===== src/rtl/irq_enc_pkg.sv =====
// Shared types for the 8-line interrupt request encoder.
// Index/vector widths, FSM state encoding and a one-hot helper.
// No logic; imported by the encoder and its priority sub-block.
package irq_enc_pkg;
  localparam int NREQ = 8;
  localparam int IDXW = $clog2(NREQ);

  typedef logic [IDXW-1:0] idx_t;
  typedef logic [NREQ-1:0] req_vec_t;
  typedef enum logic {IDLE, PRESENT} enc_state_t;

  function automatic req_vec_t onehot(input idx_t i);
    onehot = req_vec_t'(1) << i;
  endfunction
endpackage


===== src/rtl/prio_enc8_3.sv =====
// Combinational priority encoder: index of the highest set bit of v, plus any-set flag.
// Latency: zero (pure combinational).
// Backpressure: none; output follows input.
module prio_enc8_3
  import irq_enc_pkg::*;
(
  input  logic [NREQ-1:0] v,
  output logic [IDXW-1:0] i,
  output logic            any
);

  // Ascending scan: the last hit is the highest index.
  always_comb begin
    i   = '0;
    any = 1'b0;
    for (int k = 0; k < NREQ; k++) begin
      if (v[k]) begin
        i   = idx_t'(k);
        any = 1'b1;
      end
    end
  end

endmodule


===== src/rtl/irq_encoder8_3.sv =====
// Latches 8 request lines as pending and presents the winning index via valid/ready.
// Latency: req sampled at edge -> pending; next edge -> valid/idx. One bubble after each accept.
// Backpressure: idx/valid held while !ready; IRQ_ENC_ROUND_ROBIN_EN selects rotating priority.
module irq_encoder8_3
  import irq_enc_pkg::*;
(
  input  logic            clk,
  input  logic            reset,
  input  logic [NREQ-1:0] req,
  input  logic [NREQ-1:0] mask,
  output logic [IDXW-1:0] idx,
  output logic            valid,
  input  logic            ready,
  output logic [NREQ-1:0] pend
);

  enc_state_t state, state_nxt;
  req_vec_t   pending, clr, cand, enc_in;
  idx_t       idx_q, idx_nxt, enc_idx, win;
  logic       enc_any, accept;

  assign accept = (state == PRESENT) && ready;
  assign clr    = accept ? onehot(idx_q) : '0;
  assign cand   = pending & mask;

`ifdef IRQ_ENC_ROUND_ROBIN_EN
  // rr_ptr holds the last served index; the search starts one below it and wraps,
  // so the line just served becomes the lowest priority.
  idx_t               rr_ptr;
  logic [2*NREQ-1:0]  cand_dbl;

  assign cand_dbl = {cand, cand};
  assign enc_in   = cand_dbl[rr_ptr +: NREQ];
  assign win      = enc_idx + rr_ptr;

  always_ff @(posedge clk) begin
    if (reset)       rr_ptr <= '0;
    else if (accept) rr_ptr <= idx_q;
  end
`else
  assign enc_in = cand;
  assign win    = enc_idx;
`endif

  prio_enc8_3 u_prio (
    .v   (enc_in),
    .i   (enc_idx),
    .any (enc_any)
  );

  // Arbitration happens only in IDLE; a presented index is never retracted.
  always_comb begin
    state_nxt = state;
    idx_nxt   = idx_q;
    case (state)
      IDLE: begin
        if (enc_any) begin
          idx_nxt   = win;
          state_nxt = PRESENT;
        end
      end
      PRESENT: begin
        if (ready) state_nxt = IDLE;
      end
    endcase
  end

  // A new request on the line being cleared wins, so it is presented again later.
  always_ff @(posedge clk) begin
    if (reset) begin
      state   <= IDLE;
      pending <= '0;
      idx_q   <= '0;
    end else begin
      state   <= state_nxt;
      pending <= (pending & ~clr) | req;
      idx_q   <= idx_nxt;
    end
  end

  assign valid = (state == PRESENT);
  assign idx   = idx_q;
  assign pend  = pending;

  a_nreq_fixed: assert property (@(posedge clk) (NREQ == 8) && (IDXW == 3));

endmodule

===== config.mk =====
export PLATFORM = sky130hd
export DESIGN_NAME = irq_encoder8_3
export DESIGN_NICKNAME = d
export VERILOG_FILES = /design/src/rtl/irq_enc_pkg.sv /design/src/rtl/prio_enc8_3.sv /design/src/rtl/irq_encoder8_3.sv
export SDC_FILE = /design/constraint.sdc
export NUM_CORES = 1
export LEC_CHECK = 0
export CELL_PAD_IN_SITES_DETAIL_PLACEMENT = 1
export CELL_PAD_IN_SITES_GLOBAL_PLACEMENT = 2
export CORE_AREA = 2 2 56 58
export DETAILED_ROUTE_END_ITERATION = 10
export DIE_AREA = 0 0 58 60
export GPL_ROUTABILITY_DRIVEN = 1
export GPL_TIMING_DRIVEN = 0
export PLACE_DENSITY = 0.85
export SLEW_MARGIN = 10
export SYNTH_ARGS = -nofsm -noshare
export SYNTH_HDL_FRONTEND = slang
export SYNTH_HIERARCHICAL = 1
export SYNTH_SLANG_ARGS = --single-unit

===== constraint.sdc =====
create_clock -name clk -period 1.8 [get_ports clk]
set_input_delay 0.27 -clock clk [delete_from_list [all_inputs] [get_ports clk]]
set_output_delay 0.27 -clock clk [all_outputs]
set_load 0.005 [all_outputs]

== Word-level counts from Yosys, hierarchy flattened ==
Index checks and enable logic that the tools add are counted.

* Mux-type cells: 19
* Bitwise operators: 5
* Reductions and logical operators: 2
* Shifts and indexed selects: 1

{| class="wikitable"
|+ Operators by type and width
! cell !! number
|-
| bitwise AND 8 bit || 2
|-
| two-way mux 3 bit || 4
|-
| two-way mux 1 bit || 11
|-
| two-way mux 8 bit || 1
|-
| NOT 8 bit || 1
|-
| bitwise OR 8 bit || 1
|-
| << shifter 1 x 3 -> 8 bit (first input constant) || 1
|-
| two-way mux 2 bit || 2
|-
| case mux 1 bit (2 select lines) || 1
|-
| AND reduction 2 bit || 1
|-
| logical AND 1 bit || 1
|-
| NOT 1 bit || 1
|}

* Output and inout port bits: 12
* Bits in registers: 12

== Depth between registers and ports, before layout ==
* Depth in word-level cells: 11
* Gate-level depth with buffers: 6
* Depth with buffers taken out: 6

== Cells and area by module ==
The synthesis kept the hierarchy.

{| class="wikitable"
|+ Modules (own cells, without submodules)
! module !! cells an instance !! seq. area each (µm²) !! times used !! area each (µm²)
|-
| irq_encoder8_3 || 60 || 240.2 || 1 || 503.0
|-
| prio_enc8_3 || 12 || 0.0 || 1 || 57.6
|}

== Least setup slack after synthesis ==
OpenSTA, ideal clock, no wires.

* Path type: flip-flop to flip-flop
* Start point: register pending[4] (netlist: pend[4])
* End point: register idx_q[0] (netlist: idx[0])
* Arrival time: 1039 ps
* Data required time: 1672 ps
* Slack: 633 ps
* Stages on the path, launching flop included: 7
* Path through: dfxtp_1 and2_1 nor2_1 nand4_1 nor2b_4 mux2i_1 nor2_1

* Cells in the longest elaborated chain, start to end: 6
* Elaborated cells on any way between the ends: 10
* Those cells by class: mux (8); bitwise (1); reduce/logical (1)

{| class="wikitable"
|+ RTL lines
! what !! RTL line !! text
|-
| from (decl) || irq_encoder8_3.sv:18 || <nowiki>req_vec_t pending, clr, cand, enc_in;</nowiki>
|-
| from (signal assigned) || irq_encoder8_3.sv:76 || <nowiki>pending <= (pending & ~clr) | req;</nowiki>
|-
| bitwise AND 8 bit || irq_encoder8_3.sv:24 || <nowiki>assign cand = pending & mask;</nowiki>
|-
| via cand[4] || irq_encoder8_3.sv:18 ||
|-
| two-way mux 1 bit (4 in series) || prio_enc8_3.sv:17 || <nowiki>if (v[k]) begin</nowiki>
|-
| via enc_any || irq_encoder8_3.sv:20 || <nowiki>logic enc_any, accept;</nowiki>
|-
| AND reduction 2 bit (no line) || n/a ||
|-
| to (signal assigned) || irq_encoder8_3.sv:77 || <nowiki>idx_q <= idx_nxt;</nowiki>
|-
| to (decl) || irq_encoder8_3.sv:19 || <nowiki>idx_t idx_q, idx_nxt, enc_idx, win;</nowiki>
|}

The timed path passes the listed nets, and every way through them passes these cells.
A chain may end at the register's enable or synchronous reset.

== Final worst setup path ==
* Start point: register idx_q[1] (netlist: idx[1])
* End point: output port idx[1]

{| class="wikitable"
|+ RTL lines
! what !! RTL line !! text
|-
| to (decl) || irq_encoder8_3.sv:11 || <nowiki>output logic [IDXW-1:0] idx,</nowiki>
|}

No word-level cell between the ends.

==> results.md <==
- Worst hold margin: 0.499 ns
- Drt total wl: 1680 µm
- Syn_nets: 91
- Highest ir drop seen on vdd: roughly 0.00035 V
- Vias in the first global route: 652
- Total grt overflow: 0
- I/O Pins: 31
- Antenna cells: 0
- Initial core utilization: 19.3%
- Reg2Reg Setup Slack: between 0.4 and 0.5 ns
- CP startpoint kind: register
- Synth top area cells: dfxtp_1, and2_1, a21oi_1, nor2_1, mux2i_1
- Final Total Pwr: 711 µW
- Num CTS Buffers: 3
- Setup WS post-layout: 0.248 ns
- Setup Fix Bufs, Post-CTS: 0
- Mapped Area: 561 µm²
- Bufs on Longest Clock Path: 2
- Total track usage: 10.8%
- CP cell instances: clkdlybuf4s50_1
- Clock root cell: clkbuf_4
- Layout cells sized above 1: 4.72%
- Critical path capture point type: primary output
- Buffers on Ports: 30
- Worst Reg2Reg Path Length in Cells: 6
- Fin. max-slew vios: 0
- Skew-Pair Late Insertion Delay: around 0.27 ns
- Max-slew headroom: 68.0%
- Synth Warn #: 6
- ANT nets after route: 0
- Largest net degree at the start of global routing: 11
- Post-synth EDFFs: 0
- Initial antenna violation count: 0
- Seq/Total Area, Yosys: 42.9%
- Commonest cells in the netlist: dfxtp_1, nor2_1, a21oi_1
- Final Hold Violating Endpoints: 0
- Post-synth top area share: 42.9%
- RSZ-0062 raised after global routing: no
- Post-route setup TNS: 0 ns
- Top delay family on crit path: buffers and inverters
- Worst path slowest cell: clkdlybuf4s50_1
- Dominant cell by count in the synthesized netlist: dfxtp_1
- Vias per Instance: 4.35
- Number of core rows: 20
- Power Density: roughly 760 nW/µm²
- Main flop type after synthesis: dfxtp_1
- Core Footprint: 2900 µm²
- Wire per inst: 12.1 µm
- Layout area overhead: 67.4%
- Worst-path maximum fanout: 7
- CTS tree: done
- Area post-placement: between 900 and 1000 µm²
- CTS Hold Bufs: 0
- Required @ worst endpoint: 1.53 ns
- 1st-iter DRT viols: 5
- Ys async rst share: 0%
- Drt first pass iters: 3
- Tightest Hold Check Type: register to register
- Syn_area_per_cell: 7.79 µm²
- Layout Utilization: 32.3%
- H-tree depth: 1
- Max Clock Skew: 0.00220 ns
- Clock transition at path regs: 0.08 ns
- Post-DP HPWL: 1350 µm
- Die height: 60 µm
- Total placed cells including tap cells: 135
- Hold path cells: 2
- Die span in x: 58 µm
- Post-Place Setup Slack: ~0.1 ns
- Tmin final: 1.55 ns
- FF-to-FF End: idx[2]
- CP bufs+invs: 1
- GPL Wtd Cong: 0.719
- Nets: about 130
- Setup CP Type: register to primary output
- # DRC: 0
- WP data arrival: 1.28 ns
- Post-route cell area: 938 µm²
- Maxcap violations: 0
- Actual transition at the worst max-transition pin: 0.480 ns
- Die ar.: 3480 µm²
- Final setup fails: 0
- Distinct cells, synth: 18
- First-pass GRT wire length: 2840 µm
- Area leader, netlist: dfxtp_1
- Hold worst-path end: pend[1]
- Lkg Pwr: 0.383 nW
- Final Non-Filler Cells: 139
- F_max: 0.644 GHz
- Syn Inst Count: 72
- Fin crit share: 86.2%
- Cts repair resizes: 0
- Crit path largest cell delay: 0.55 ns
- Hold path start: pend[1]
- Clk sinks: 12
- Reg2Reg Launch Point: pend[6]
- Status: finished, final reports clean
- Via count: 605
- Yosys reg bits: 12
## area by class of cell
class                      instances  area (µm²)
inverter                           9        33.8
tap                               33        41.3
clock buffer                       4        36.3
multi-input combinational         50         283
sequential                        12         240
buffer                             1        3.75
timing repair buffer              30         300
fill                             369        1960
## cell usage in the layout, fill, tap and decap left out, drive strengths merged, types with 2 or more instances in the layout
master and n:
o21ai 6, nor3 2, dfxtp 12, nand2 2
nor4 2, and2 8, nor2 10, clkdlybuf4s50 30
mux2i 3, a21oi 9, nand2b 2, clkbuf 5
o31ai 2, inv 8
## power breakdown
part | total, mW | switching (mW) | internal (mW)
Sequential | 0.316 | 0.0263 | 0.290
Clock | 0.217 | 0.0942 | 0.123
Combinational | 0.178 | 0.0652 | 0.113
Total | 0.711 | 0.186 | 0.526
## worst min-delay path: cells and delay by family, from the launching register on
family,cells,cell delay (ns)
compound gates,2,0.13
flops,1,0.32
## state kept, by name, indices dropped and copies added, names as in the netlist
| signal | count |
|---|---|
| valid | 1 |
| idx | 3 |
| pend | 8 |
## logic make-up (layout without fill, tap and decap cells)
logic type	Yosys count	after routing	synth area share, %
simple gates	30	30	29.0
compound gates	17	17	16.1
flops	12	12	42.9
buf+inv	10	44	6.70
mux	3	3	5.36
## worst max-delay path by stage
stage,startpoint,to,depth (start not counted)
after floorplan,pend[4],idx[0],6
after global placement,mask[4],idx[0],7
after detailed placement,mask[5],idx[2],7
after CTS,idx[1],idx[1],1
after global routing,idx[1],idx[1],1
final,idx[1],idx[1],1
## routing by layer
metal / track usage [%] / share of wire, % / vias to the layer above
met4: 5.98 / 0.48 / 0
met3: 2.16 / 5.3 / 2
met5: 0 / 0 / -
met1: 12.4 / 41 / 281
met2: 18.7 / 53 / 14
li1: - / - / 308
Note: power is estimated with default switching activity, not from simulation.
